$ cat config.mk
export PLATFORM = sky130hd
export DESIGN_NAME = imm_extend_stage
export DESIGN_NICKNAME = d
export VERILOG_FILES = /design/src/rtl/imm_ext_pkg.sv /design/src/rtl/skid_buf2.sv /design/src/rtl/imm_extend_stage.sv
export SDC_FILE = /design/constraint.sdc
export NUM_CORES = 1
export LEC_CHECK = 0
export BUFFER_PORTS_ARGS = -buffer_cell sky130_fd_sc_hd__buf_2
export CAP_MARGIN = 20
export CORE_ASPECT_RATIO = 0.75
export CORE_MARGIN = 2
export CORE_UTILIZATION = 56
export CTS_BUF_LIST = sky130_fd_sc_hd__clkbuf_16
export CTS_CLUSTER_SIZE = 28
export DETAILED_ROUTE_END_ITERATION = 10
export HOLD_SLACK_MARGIN = 0.08
export PLACE_DENSITY_LB_ADDON = 0.2
export REMOVE_ABC_BUFFERS = 1
export SYNTH_ARGS = -nofsm -noshare
export SYNTH_HDL_FRONTEND = slang
export SYNTH_SLANG_ARGS = --single-unit
$ cat constraint.sdc
create_clock -name clk -period 2.79 [get_ports clk]
set_clock_uncertainty 0.15 [all_clocks]
set_input_delay 0.1395 -clock clk [delete_from_list [all_inputs] [get_ports clk]]
set_output_delay 0.1395 -clock clk [all_outputs]
set_load 0.02 [all_outputs]
$ cat src/rtl/imm_ext_pkg.sv
// -----------------------------------------------------------------------------
// imm_ext_pkg
//   Shared definitions for the immediate-extension stage: mode encodings and
//   the width-generic extension function used by the decode/execute path.
//   The function works on MAX_W-bit containers so that it can live in a
//   package and still serve any IN_W/OUT_W/SHIFT combination. Callers pass
//   their widths and slice the low OUT_W bits of the result.
// -----------------------------------------------------------------------------
package imm_ext_pkg;

  localparam int MAX_W = 64;

  localparam logic [1:0] MODE_ZERO     = 2'd0;
  localparam logic [1:0] MODE_SIGN     = 2'd1;
  localparam logic [1:0] MODE_SIGN_SHL = 2'd2;
  localparam logic [1:0] MODE_UPPER    = 2'd3;

  // Returns {trunc, value}. value is MAX_W bits wide; bits above out_w are
  // don't-care for the caller.
  function automatic logic [MAX_W:0] ext_imm(
    input logic [MAX_W-1:0] imm,
    input logic [1:0]       mode,
    input int               in_w,
    input int               out_w,
    input int               shift
  );
    logic [MAX_W-1:0] zx;
    logic [MAX_W-1:0] sx;
    logic [MAX_W-1:0] shl;
    logic [MAX_W-1:0] hi;
    logic [MAX_W-1:0] val;
    logic             trunc;
    zx    = imm & ~({MAX_W{1'b1}} << in_w);
    sx    = $signed(zx << (MAX_W - in_w)) >>> (MAX_W - in_w);
    shl   = sx << shift;
    // Everything from bit out_w-1 upward must be a pure sign run for the
    // shifted value to fit; bits above in_w+shift are sign copies already,
    // so the short-width case (in_w+shift <= out_w) never flags.
    hi    = $signed(shl) >>> (out_w - 1);
    trunc = 1'b0;
    case (mode)
      MODE_ZERO:     val = zx;
      MODE_SIGN:     val = sx;
      MODE_SIGN_SHL: begin
        val   = shl;
        trunc = (hi != '0) && (hi != '1);
      end
      default:       val = zx << (out_w - in_w);
    endcase
    return {trunc, val};
  endfunction

endpackage

$ cat src/rtl/skid_buf2.sv
// -----------------------------------------------------------------------------
// skid_buf2
//   Generic 2-entry valid/ready skid buffer with synchronous flush.
//   Main register drives the output; the skid register catches an accept that
//   lands while main is full and stalled. in_ready is a flop (= !skid_valid),
//   so there is no combinational path from out_ready to in_ready.
// Ports
//   clk, rst_n          clock, async active-low reset
//   flush               invalidate both entries at the next edge
//   in_valid/in_ready   upstream handshake, in_data payload
//   out_valid/out_ready downstream handshake, out_data payload
// -----------------------------------------------------------------------------
module skid_buf2 #(
  parameter int DATA_W = 12
) (
  input  logic              clk,
  input  logic              rst_n,
  input  logic              flush,
  input  logic              in_valid,
  output logic              in_ready,
  input  logic [DATA_W-1:0] in_data,
  output logic              out_valid,
  input  logic              out_ready,
  output logic [DATA_W-1:0] out_data
);

  logic              r_main_valid;
  logic              r_skid_valid;
  logic              r_in_ready;
  logic [DATA_W-1:0] r_main_data;
  logic [DATA_W-1:0] r_skid_data;

  logic              w_accept;
  logic              w_xfer;
  logic              w_main_valid_nxt;
  logic              w_skid_valid_nxt;
  logic [DATA_W-1:0] w_main_data_nxt;
  logic [DATA_W-1:0] w_skid_data_nxt;

  assign w_accept = in_valid & r_in_ready;
  assign w_xfer   = r_main_valid & out_ready;

  always_comb begin
    w_main_valid_nxt = r_main_valid;
    w_skid_valid_nxt = r_skid_valid;
    w_main_data_nxt  = r_main_data;
    w_skid_data_nxt  = r_skid_data;
    if (!r_main_valid || w_xfer) begin
      // Main frees up this edge: skid drains first (accept is impossible
      // while skid is full since in_ready is low), else take the new item.
      if (r_skid_valid) begin
        w_main_data_nxt  = r_skid_data;
        w_main_valid_nxt = 1'b1;
        w_skid_valid_nxt = 1'b0;
      end else if (w_accept) begin
        w_main_data_nxt  = in_data;
        w_main_valid_nxt = 1'b1;
      end else begin
        w_main_valid_nxt = 1'b0;
      end
    end else if (w_accept) begin
      w_skid_data_nxt  = in_data;
      w_skid_valid_nxt = 1'b1;
    end
    // Transfer on this edge still happens downstream; only held state clears.
    if (flush) begin
      w_main_valid_nxt = 1'b0;
      w_skid_valid_nxt = 1'b0;
    end
  end

  always_ff @(posedge clk or negedge rst_n) begin
    if (!rst_n) begin
      r_main_valid <= 1'b0;
      r_skid_valid <= 1'b0;
      r_in_ready   <= 1'b1;
      r_main_data  <= '0;
      r_skid_data  <= '0;
    end else begin
      r_main_valid <= w_main_valid_nxt;
      r_skid_valid <= w_skid_valid_nxt;
      r_in_ready   <= !w_skid_valid_nxt;
      r_main_data  <= w_main_data_nxt;
      r_skid_data  <= w_skid_data_nxt;
    end
  end

  assign in_ready  = r_in_ready;
  assign out_valid = r_main_valid;
  assign out_data  = r_main_data;

endmodule

$ cat src/rtl/imm_extend_stage.sv
// -----------------------------------------------------------------------------
// imm_extend_stage
//   Pipelined immediate extension: widens an IN_W-bit immediate to OUT_W bits
//   (zero / sign / sign+shift / upper) and registers it with its tag through a
//   2-entry skid buffer. One cycle from accept to out_valid.
// Ports
//   clk, rst_n                 clock, async active-low reset
//   flush                      squash held entries at next edge
//   in_valid/in_ready          upstream handshake
//   in_imm, in_mode, in_tag    raw immediate, extension mode, sideband tag
//   out_valid/out_ready        downstream handshake
//   out_imm, out_tag           extended immediate and its tag
//   out_trunc                  SIGN_SHL result overflowed OUT_W (signed)
// -----------------------------------------------------------------------------
module imm_extend_stage
  import imm_ext_pkg::*;
#(
  parameter int IN_W  = 4,
  parameter int OUT_W = 6,
  parameter int SHIFT = 3,
  parameter int TAG_W = 5
) (
  input  logic             clk,
  input  logic             rst_n,
  input  logic             flush,
  input  logic             in_valid,
  output logic             in_ready,
  input  logic [IN_W-1:0]  in_imm,
  input  logic [1:0]       in_mode,
  input  logic [TAG_W-1:0] in_tag,
  output logic             out_valid,
  input  logic             out_ready,
  output logic [OUT_W-1:0] out_imm,
  output logic [TAG_W-1:0] out_tag,
  output logic             out_trunc
);

  localparam int DATA_W = OUT_W + TAG_W + 1;

  generate
    if (OUT_W < IN_W) begin : g_bad_out_w
      $error("imm_extend_stage: OUT_W (%0d) must be >= IN_W (%0d)", OUT_W, IN_W);
    end
    if (OUT_W >= MAX_W) begin : g_bad_max_w
      $error("imm_extend_stage: OUT_W (%0d) must be < %0d", OUT_W, MAX_W);
    end
  endgenerate

  logic [MAX_W-1:0]  w_imm_wide;
  logic [MAX_W:0]    w_ext;
  logic [DATA_W-1:0] w_in_data;
  logic [DATA_W-1:0] w_out_data;
  logic              w_unused;

  assign w_imm_wide = MAX_W'(in_imm);
  assign w_ext      = ext_imm(w_imm_wide, in_mode, IN_W, OUT_W, SHIFT);
  assign w_in_data  = {w_ext[MAX_W], w_ext[OUT_W-1:0], in_tag};
  assign w_unused   = ^w_ext[MAX_W-1:OUT_W];

  skid_buf2 #(
    .DATA_W(DATA_W)
  ) u_skid (
    .clk      (clk),
    .rst_n    (rst_n),
    .flush    (flush),
    .in_valid (in_valid),
    .in_ready (in_ready),
    .in_data  (w_in_data),
    .out_valid(out_valid),
    .out_ready(out_ready),
    .out_data (w_out_data)
  );

  assign {out_trunc, out_imm, out_tag} = w_out_data;

endmodule

==> flow_metrics.tcl, run 1 <==
set metrics [dict create \
    crit_type "flip-flop to flip-flop" \
    core-area_um2 2252 \
    synth_cell_types 31 \
    power_density_nw_per_um2 633.0 \
    grt_pass1_wl_um 4264 \
    critPathLaunch "u_skid.r_skid_valid" \
    synth_top_area_cell "dfrtp_1" \
    synth_top_area_share_pct 50.10 \
    routed_wl_um 2652 \
    top_layer "met4" \
    grt.total_usage_pct 22.07 \
    dr_total_vias 997 \
    ir_drop_mv 0.5183 \
    timing.fmax_mhz 560.2 \
    period_needed_ns 1.785 \
    layoutNonFillerInstCount 176 \
    io_buffers 29 \
    clk_pin_slew_ns 0.07 \
    h-tree-depth 1 \
    cts_setup_buffers 0 \
    postRouteAntennaNets 0 \
    worstMarginPinSlew_ns 0.7443 \
    grt_max_degree 28 \
    rsz0062_at_grt "no" \
    slew_violations 0 \
    fin_area_um2 1599 \
    wl_met2_um 1129 \
    start_util_pct 57.67 \
    pre_cts_ws_ns 1.022 \
    clk_latency_ns 0.26 \
    critPathMaxFanout 21 \
    first_iter_violations 29 \
    cts-root-buf "clkbuf_16" \
    tritoncts "yes" \
    setup_slack_ns 1.005 \
    outcome "finished, final reports clean" \
    chipHeight_um 45.71 \
    numCtsBuffers 3 \
    drive_gt1_share_pct 31.13 \
    ioPinCount 30 \
    gp_congestion 0.8171 \
    ys.warnings.count 0 \
    hp-class "input port to flip-flop" \
    worst_ep_required_time_ns 2.79 \
    drtPass1Iterations 4 \
    final.period_utilization_pct 63.98 \
    die_area_um2 2724 \
    vias_per_cell 5.665 \
    clock-sinks 27 \
    hold_violations 0 \
    hpwlAfterDp_um 1809 \
    reg2reg_from "u_skid.r_skid_valid" \
    wl_per_cell_um 15.07 \
    place_inst 163 \
    antenna_found_initial 0 \
    crit_arrival_ns 1.78 \
    wl_met1_um 1348 \
    netlist_top_cells_area "dfrtp_1, o21ai_0, mux2_2, mux2i_1, nand2_1" \
    ys_seq_area_share_pct 52.12 \
    grt_pass1_vias 882 \
    layout.nets 168 \
    setup_viol 0 \
    p_leak_nw 0.7397 \
    avgSynthCellArea_um2 11.39 \
    antenna-diode-count 0 \
    num_rows 15 \
    areaGrowthSynthToFinish_pct 23.12 \
    setup_tns_ns 0 \
    endpoint_kind "flip-flop" \
    synth-seq-cells 27 \
    cap_violations 0 \
    die_w_um 59.61 \
    grt_overflow 0 \
    syn_area_um2 1299 \
    relSlewSlack_pct 50.38 \
    cts_resized 0 \
    synth_cells 114 \
    startpoint_type "flip-flop" \
    placed_area_um2 1429 \
    drc 0 \
    min_from "in_imm[2]" \
    ctsHoldBuffers 9 \
    route.met3.wl_um 152 \
    clk_path_buf_depth 2 \
]
[synth_stat cells (all sizes together)]
cell type,instances
and2b,1
nand2,12
mux2i,7
nand3b,1
a21oi,6
or3,1
nand4b,1
dfrtp,26
buf,5
o21ai,19
nor2,2
nor2b,4
a21o,3
a31oi,4
a211o,2
a22oi,1
dfstp,1
a211oi,2
xor2,1
nand2b,3
inv,1
a311oi,1
mux2,7
a221oi,1
o31ai,2
[cell usage in the layout (no fill, tap or decap), types with 4 or more instances in the layout]
cell,n
mux2_2,7
dlygate4sd3_1,9
a21oi_1,5
nand2_1,11
dfrtp_1,26
mux2i_1,7
nor2b_1,4
a31oi_1,4
o21ai_0,19
buf_2,29
[per-layer routing]
metal	track usage, %	vias up
met5	0	-
met4	5.333	0
met3	5.966	2
li1	-	488
met1	33.09	471
met2	32.09	36
[flip-flops by register name, summed over array words and instances, names as in the netlist]
name and count:
u_skid.out_data 12, u_skid.r_skid_valid 1, u_skid.r_skid_data 12, u_skid.out_valid 1, u_skid.in_ready 1
[cell families after synthesis]
logic type      Yosys count  share of synthesized area (%)
simple gates             25                          12.04
xor+xnor                  1                         0.6745
flops                    27                          52.12
mux                      14                          11.46
compound gates           41                          19.85
buf+inv                   6                          3.853
[per-stage QoR]
step                      utilization (%)  power (mW)  hold WS (ns)
after CTS                           71.00       1.018        0.1133
after global routing                71.00       1.060        0.1361
after floorplan                         -      0.6077       -0.3061
final                               71.00       1.012        0.1172
after detailed placement            63.44      0.6849       0.02466
after global placement              63.44      0.6789       0.01717
[final timing paths]
kind	depth (start not counted)	slack, ns	endpoint
max	3	1.01	u_skid.out_data[6]
min	4	0.12	u_skid.r_skid_data[11]
max reg2reg	3	1.01	u_skid.out_data[6]
min reg2reg	2	0.33	u_skid.r_skid_data[5]
max in group asynchronous	2	1.84	u_skid.r_skid_data[4]
min in group asynchronous	2	0.26	u_skid.out_data[8]
[report_power, final]
group	switching, mW	internal (mW)
Clock	0.130	0.193
Combinational	0.110	0.0868
Sequential	0.0374	0.455
Total	0.277	0.736
[layout make-up]
| type | count | area (um2) |
|---|---|---|
| flip-flops and latches | 27 | 676.9 |
| fillers | 169 | 653.1 |
| multi-input cells | 81 | 571.8 |
| repair buffers | 38 | 235.2 |
| clock buffers | 3 | 75.07 |
| well taps | 25 | 31.28 |
| clock inverters | 1 | 5.005 |
| inverters | 1 | 3.754 |
[worst max-delay path, stage by stage (launching register included)]
cell and delay (ns):
dfrtp_1 0.83, a21oi_4 0.15, nor2_4 0.20, mux2_2 0.35
No activity file was read; power rests on OpenSTA's default activity.
==> run 2: changes to the inputs <==
ABC_AREA = 1   (was unset)
CORE_UTILIZATION = 47   (was 56)
clock period = 1.5 ns   (was 2.79 ns; I/O delays follow)
==> run 2 against run 1 <==
Die area increased by 20%. Power is 92% higher. Wire length grew 15%. Cell count is 44% higher. Worst hold slack improved by 0.084 ns. Count of clock-buffer cells in the layout stayed put. Setup slack got worse by 0.91 ns. Global-route usage down 1.2 points. Register-to-register slack got worse by 0.91 ns. Synthesized cell count grew 50%. Largest power group unchanged. Highest routed layer unchanged.
==> flow_metrics.tcl, run 2 <==
set metrics [dict create \
    place_inst 234 \
    power_frac_seq_pct 46.9 \
    final.period_utilization_pct 93.54 \
    cts-root-buf "clkbuf_16" \
    ys_top_cells_by_count "nand2_1, dfrtp_1, inv_1" \
    critPathMaxFanout 16 \
    yosys.cell_count.top_type "nand2_1" \
    synth_edf_count 0 \
    clk_path_buf_depth 2 \
    cpMostUsedCell "nand2_2" \
    areaGrowthSynthToFinish_pct 31.77 \
    grt_overflow 0 \
    hpwlAfterDp_um 2060 \
    clk_pin_slew_ns 0.07 \
    hold_violations 0 \
    synth_top_area_share_pct 48.87 \
    startpoint_type "flip-flop" \
    layout.nets 234 \
    routed_wl_um 3039 \
    slew_violations 0 \
    wl_per_cell_um 12.01 \
    outcome "finished, final reports clean" \
    relSlewSlack_pct 59.15 \
    drive_gt1_share_pct 23.50 \
    tritoncts "yes" \
    ys_seq_area_share_pct 50.85 \
    cap_violations 0 \
    grt.total_usage_pct 20.87 \
    crit_chain "nand2_2, nand2_2, nand2_8, inv_6, nor2_1, a21oi_1" \
    power_density_nw_per_um2 1107 \
    p_comb_share_pct 21.7 \
    ys.warnings.count 0 \
    synth_top_flop_cell "dfrtp_1" \
    vias_per_cell 4.874 \
    synthArstFlopShare_pct 100.0 \
    syn_area_um2 1331 \
    first_iter_violations 92 \
    final_cell_mix "nand2_1, buf_2, dfrtp_1" \
    layoutNonFillerInstCount 253 \
    synth_cells 171 \
    antenna-diode-count 0 \
    drc 0 \
    multi_input_area_um2 553.0 \
    io_buffers 29 \
    die_area_um2 3279 \
    antenna_found_initial 0 \
    grt_max_degree 28 \
    grt_pass1_vias 1139 \
    period_needed_ns 1.403 \
    setup_viol 0 \
    gp_congestion 0.8305 \
    crit_arrival_ns 1.44 \
    synth_top_area_cell "dfrtp_1" \
    drtPass1Iterations 5 \
    timing.fmax_mhz 712.7 \
    ioPinCount 30 \
    crit_type "flip-flop to flip-flop" \
    numCtsBuffers 3 \
    synth-seq-cells 27 \
    critical_path.max_stage_delay_ns 0.54 \
    critPathSlowestCell "dfstp_2" \
    core-area_um2 2643 \
    start_util_pct 50.38 \
    num_rows 16 \
    dr_total_vias 1233 \
    switching_share_pct 29.46 \
    rsz0062_at_grt "no" \
    h-tree-depth 1 \
    cts_setup_buffers 0 \
    avgSynthCellArea_um2 7.785 \
    fill_cells 231 \
    p_leak_nw 0.9872 \
    synth_cell_types 21 \
    p_switching_uw 572.3 \
    hp-class "input port to async pin" \
    clk_latency_ns 0.26 \
    worstMarginPinSlew_ns 0.6127 \
    clock-sinks 27 \
    layout_commonest_cell "nand2_1" \
    chipHeight_um 50.09 \
    worst_ep_required_time_ns 1.53 \
    ir_drop_mv 0.7297 \
    postRouteAntennaNets 0 \
    regArea_um2 676.9 \
    endpoint_kind "flip-flop" \
    clkPwrFrac_pct 31.4 \
    setup_tns_ns 0 \
    intPower_mw 1.370 \
    grt_pass1_wl_um 5195 \
    netlist_top_cells_area "dfrtp_1, nand2_1, inv_1, o21ai_0, nand3_1" \
    die_w_um 65.46 \
]
run 2: what timing repair did:
item | CTS | global route
gates resized for setup | 0 | 3
hold buffers | 15 | 0
hold endpoints to repair | 48 | 0
setup endpoints to repair | 0 | 5
run 2: cell families (layout without fill, tap and decap cells):
| group | after synthesis | count (layout) | synth area share [%] |
|---|---|---|---|
| simple gates | 101 | 101 | 32.61 |
| flops | 27 | 27 | 50.85 |
| buf+inv | 25 | 71 | 8.271 |
| compound gates | 18 | 18 | 8.270 |
run 2: final cells by class:
| class | count | share of cell area, % |
|---|---|---|
| Clock buffer | 3 | 4.280 |
| Clock inverter | 1 | 0.4280 |
| Inverter | 21 | 4.922 |
| Multi-Input combinational cell | 119 | 31.53 |
| Sequential cell | 27 | 38.59 |
| Tap cell | 36 | 2.568 |
| Timing Repair Buffer | 46 | 17.69 |
run 2: critical path, delay by kind of cell, from the launching register on:
family,cells,cell delay [ns]
flip-flops,1,0.54
AND/OR/NAND/NOR,4,0.41
AO/OA/AOI/OAI,1,0.12
buffers and inverters,1,0.10
run 2: final timing paths:
kind	start	end	slack, ns	cells past startpoint
hold / removal	rst_n	u_skid.out_data[10]	0.20	2
setup reg to reg	u_skid.in_ready	u_skid.out_data[11]	0.1	6
max in group asynchronous	rst_n	u_skid.r_skid_data[7]	0.59	2
min in group clk	u_skid.out_data[10]	u_skid.out_data[10]	0.33	2
hold reg to reg	u_skid.out_data[10]	u_skid.out_data[10]	0.33	2
setup / recovery	u_skid.in_ready	u_skid.out_data[11]	0.1	6
run 2: power by group through the flow:
| stage | logic [mW] | clock network [mW] | registers (mW) |
|---|---|---|---|
| floorplan | 0.186 | 0 | 0.973 |
| global placement | 0.374 | 0 | 0.915 |
| detailed placement | 0.385 | 0 | 0.920 |
| CTS | 0.419 | 0.624 | 0.908 |
| global route | 0.474 | 0.652 | 0.925 |
| finish | 0.422 | 0.610 | 0.910 |
run 2: routing by layer:
layer	up-vias	track usage [%]	routed length (um)	part of all wire, %
li1	616	-	-	-
met1	568	26.78	1322	44
met2	43	34.86	1492	49
met3	6	5.936	171	5.6
met4	0	5.208	53	1.7
met5	-	0	0	0
run 2: stage by stage:
stage / hold WS (ns) / utilization (%) / area [um2] / worst slack (ns) / power [mW]
final: 0.2017 / 66.38 / 1754 / 0.09686 / 1.942
after global routing: 0.2488 / 66.38 / 1754 / 0.005659 / 2.052
after CTS: 0.2235 / 65.86 / 1740 / 0.03081 / 1.951
after detailed placement: -0.03621 / 57.05 / 1508 / 0.06740 / 1.305
after global placement: -0.04494 / 57.05 / 1508 / 0.1454 / 1.288
after floorplan: -0.3706 / - / 1303 / 0.1114 / 1.159
==> run 3: changes to the inputs <==
CELL_PAD_IN_SITES_DETAIL_PLACEMENT = 2   (was unset)
CELL_PAD_IN_SITES_GLOBAL_PLACEMENT = 2   (was unset)
CORE_UTILIZATION = 27   (was 47)
GPL_ROUTABILITY_DRIVEN = 0   (was unset)
==> run 3 against run 2 <==
Largest cell class unchanged. Sequential share of layout area decreased by 0.52 points. Clock power shrank 1%. Sequential power is essentially flat. Via count increased by 0.57%. Global-route usage shrank 5.3 points. Design area increased by 1.4%. Count of clock-buffer cells in the layout did not move.
==> flow_metrics.tcl, run 3 (same netlist as run 2, synthesis figures left out) <==
set metrics [dict create \
    chipHeight_um 64.81 \
    place_inst 260 \
    setup_tns_ns 0 \
    clk_latency_ns 0.26 \
    critPathSlowestCell "dfstp_2" \
    worstMarginPinSlew_ns 0.6528 \
    timing.fmax_mhz 707.6 \
    grt.total_usage_pct 15.61 \
    final.period_utilization_pct 94.22 \
    hpwlAfterDp_um 2857 \
    antenna-diode-count 0 \
    cts-root-buf "clkbuf_16" \
    relSlewSlack_pct 56.48 \
    h-tree-depth 1 \
    period_needed_ns 1.413 \
    grt.busiest_layer "met2" \
    setup_slack_ns 0.08670 \
    path_delay_family "flip-flops" \
    drtPass1Iterations 4 \
    areaGrowthSynthToFinish_pct 33.55 \
    start_util_pct 27.64 \
    slew_violations 0 \
    power_mw 1.947 \
    use_met3_pct 3.439 \
    p_leak_nw 0.9954 \
    tritoncts "yes" \
    worst_ep_required_time_ns 1.50 \
    cap_violations 0 \
    reg2reg_to "u_skid.out_data[6]" \
    die_w_um 85.08 \
    met1_usage_pct 19.73 \
    clk_path_buf_depth 2 \
    core-area_um2 4817 \
    critical_path.max_stage_delay_ns 0.54 \
    cp_num_buf_inv 1 \
    crit_type "flip-flop to flip-flop" \
    hp-class "input port to flip-flop" \
    power_density_nw_per_um2 1095 \
    use_met2_pct 27.93 \
    r2r_slack_ns 0.09 \
    layoutNonFillerInstCount 277 \
    hold_violations 0 \
    pre_cts_ws_ns 0.06531 \
    cts_setup_buffers 0 \
    postRouteAntennaNets 0 \
    clock-sinks 27 \
    wl_per_cell_um 13.83 \
    layout.nets 234 \
    critPathMaxFanout 12 \
    numCtsBuffers 3 \
    r2r_cells 6 \
    critical_path_depth 6 \
    critPathLaunch "u_skid.in_ready" \
    reg2reg_from "u_skid.in_ready" \
    first_iter_violations 26 \
    crit_chain "nand2_2, nand2_4, nand2_8, buf_4, nand2_1, nand2_1" \
    endpoint_kind "flip-flop" \
    crit_arrival_ns 1.41 \
    io_buffers 29 \
    startpoint_type "flip-flop" \
    antenna_found_initial 0 \
    num_rows 22 \
    outcome "finished, final reports clean" \
    rsz0062_at_grt "no" \
    routed_wl_um 3832 \
    layout_commonest_cell "nand2_1" \
    vias_per_cell 4.477 \
    dr_total_vias 1240 \
    grt_max_degree 28 \
    grt_pass1_vias 1431 \
    setup_viol 0 \
    cpMostUsedCell "nand2_1" \
    clk_pin_slew_ns 0.07 \
    drc 0 \
    ioPinCount 30 \
    grt_overflow 0 \
    grt_pass1_wl_um 6865 \
    final_cell_mix "nand2_1, buf_2, dfrtp_1" \
    drive_gt1_share_pct 23.96 \
    crit_end "u_skid.out_data[6]" \
    die_area_um2 5514 \
    ir_drop_mv 0.5082 \
]
## run 3: changes by cell type in the layout (fill, tap and decap cells not counted), sizes merged
cell         change
buf              +2
clkinvlp         -1
dlygate4sd3      -2
inv              +1
## run 3: cell type report
cell class / instances / area [um2]
fillers: 569 / 3039
flip-flops and latches: 27 / 676.9
multi-input cells: 119 / 558.0
repair buffers: 46 / 305.3
inverters: 21 / 83.83
clock buffers: 3 / 75.07
well taps: 60 / 75.07
clock inverters: 1 / 3.754
## run 3: per-layer routing
metal	routed length (um)	vias up
li1	-	615
met1	1778	607
met2	1927	16
met3	109	2
met4	18	0
met5	0	-
## run 3: power by group
group	switching, mW	internal [mW]
clock	0.247	0.357
combinational	0.271	0.162
sequential	0.0647	0.846
## run 3: what timing repair did
| action | CTS | global route |
|---|---|---|
| hold buffers | 13 | 0 |
| setup endpoints to repair | 0 | 3 |
| endpoints found under the hold margin | 43 | 0 |
| gates resized for setup | 0 | 3 |
## run 3: worst reg2reg max path, stage by stage, from the launching register on
cell,delay [ns]
dfstp_2,0.54
nand2_2,0.12
nand2_4,0.12
nand2_8,0.09
buf_4,0.17
nand2_1,0.06
nand2_1,0.06
## run 3: worst min-delay path by stage
stage,start,endpoint,cells after the start
2_1_floorplan,rst_n,u_skid.out_data[0],0
3_3_place_gp,rst_n,u_skid.r_skid_data[9],1
3_5_place_dp,rst_n,u_skid.r_skid_data[10],1
4_1_cts,in_imm[1],u_skid.r_skid_data[6],5
5_1_grt,in_imm[1],u_skid.r_skid_data[6],5
6_report,in_imm[1],u_skid.r_skid_data[6],5
## run 3: through the flow
| stage | instance area [um2] | hold WS [ns] | util [%] |
|---|---|---|---|
| 2_1_floorplan | 1303 | -0.3706 | - |
| 3_3_place_gp | 1553 | -0.02394 | 32.23 |
| 3_5_place_dp | 1553 | -0.004481 | 32.23 |
| 4_1_cts | 1762 | 0.08201 | 36.57 |
| 5_1_grt | 1778 | 0.1250 | 36.91 |
| 6_report | 1778 | 0.07804 | 36.91 |
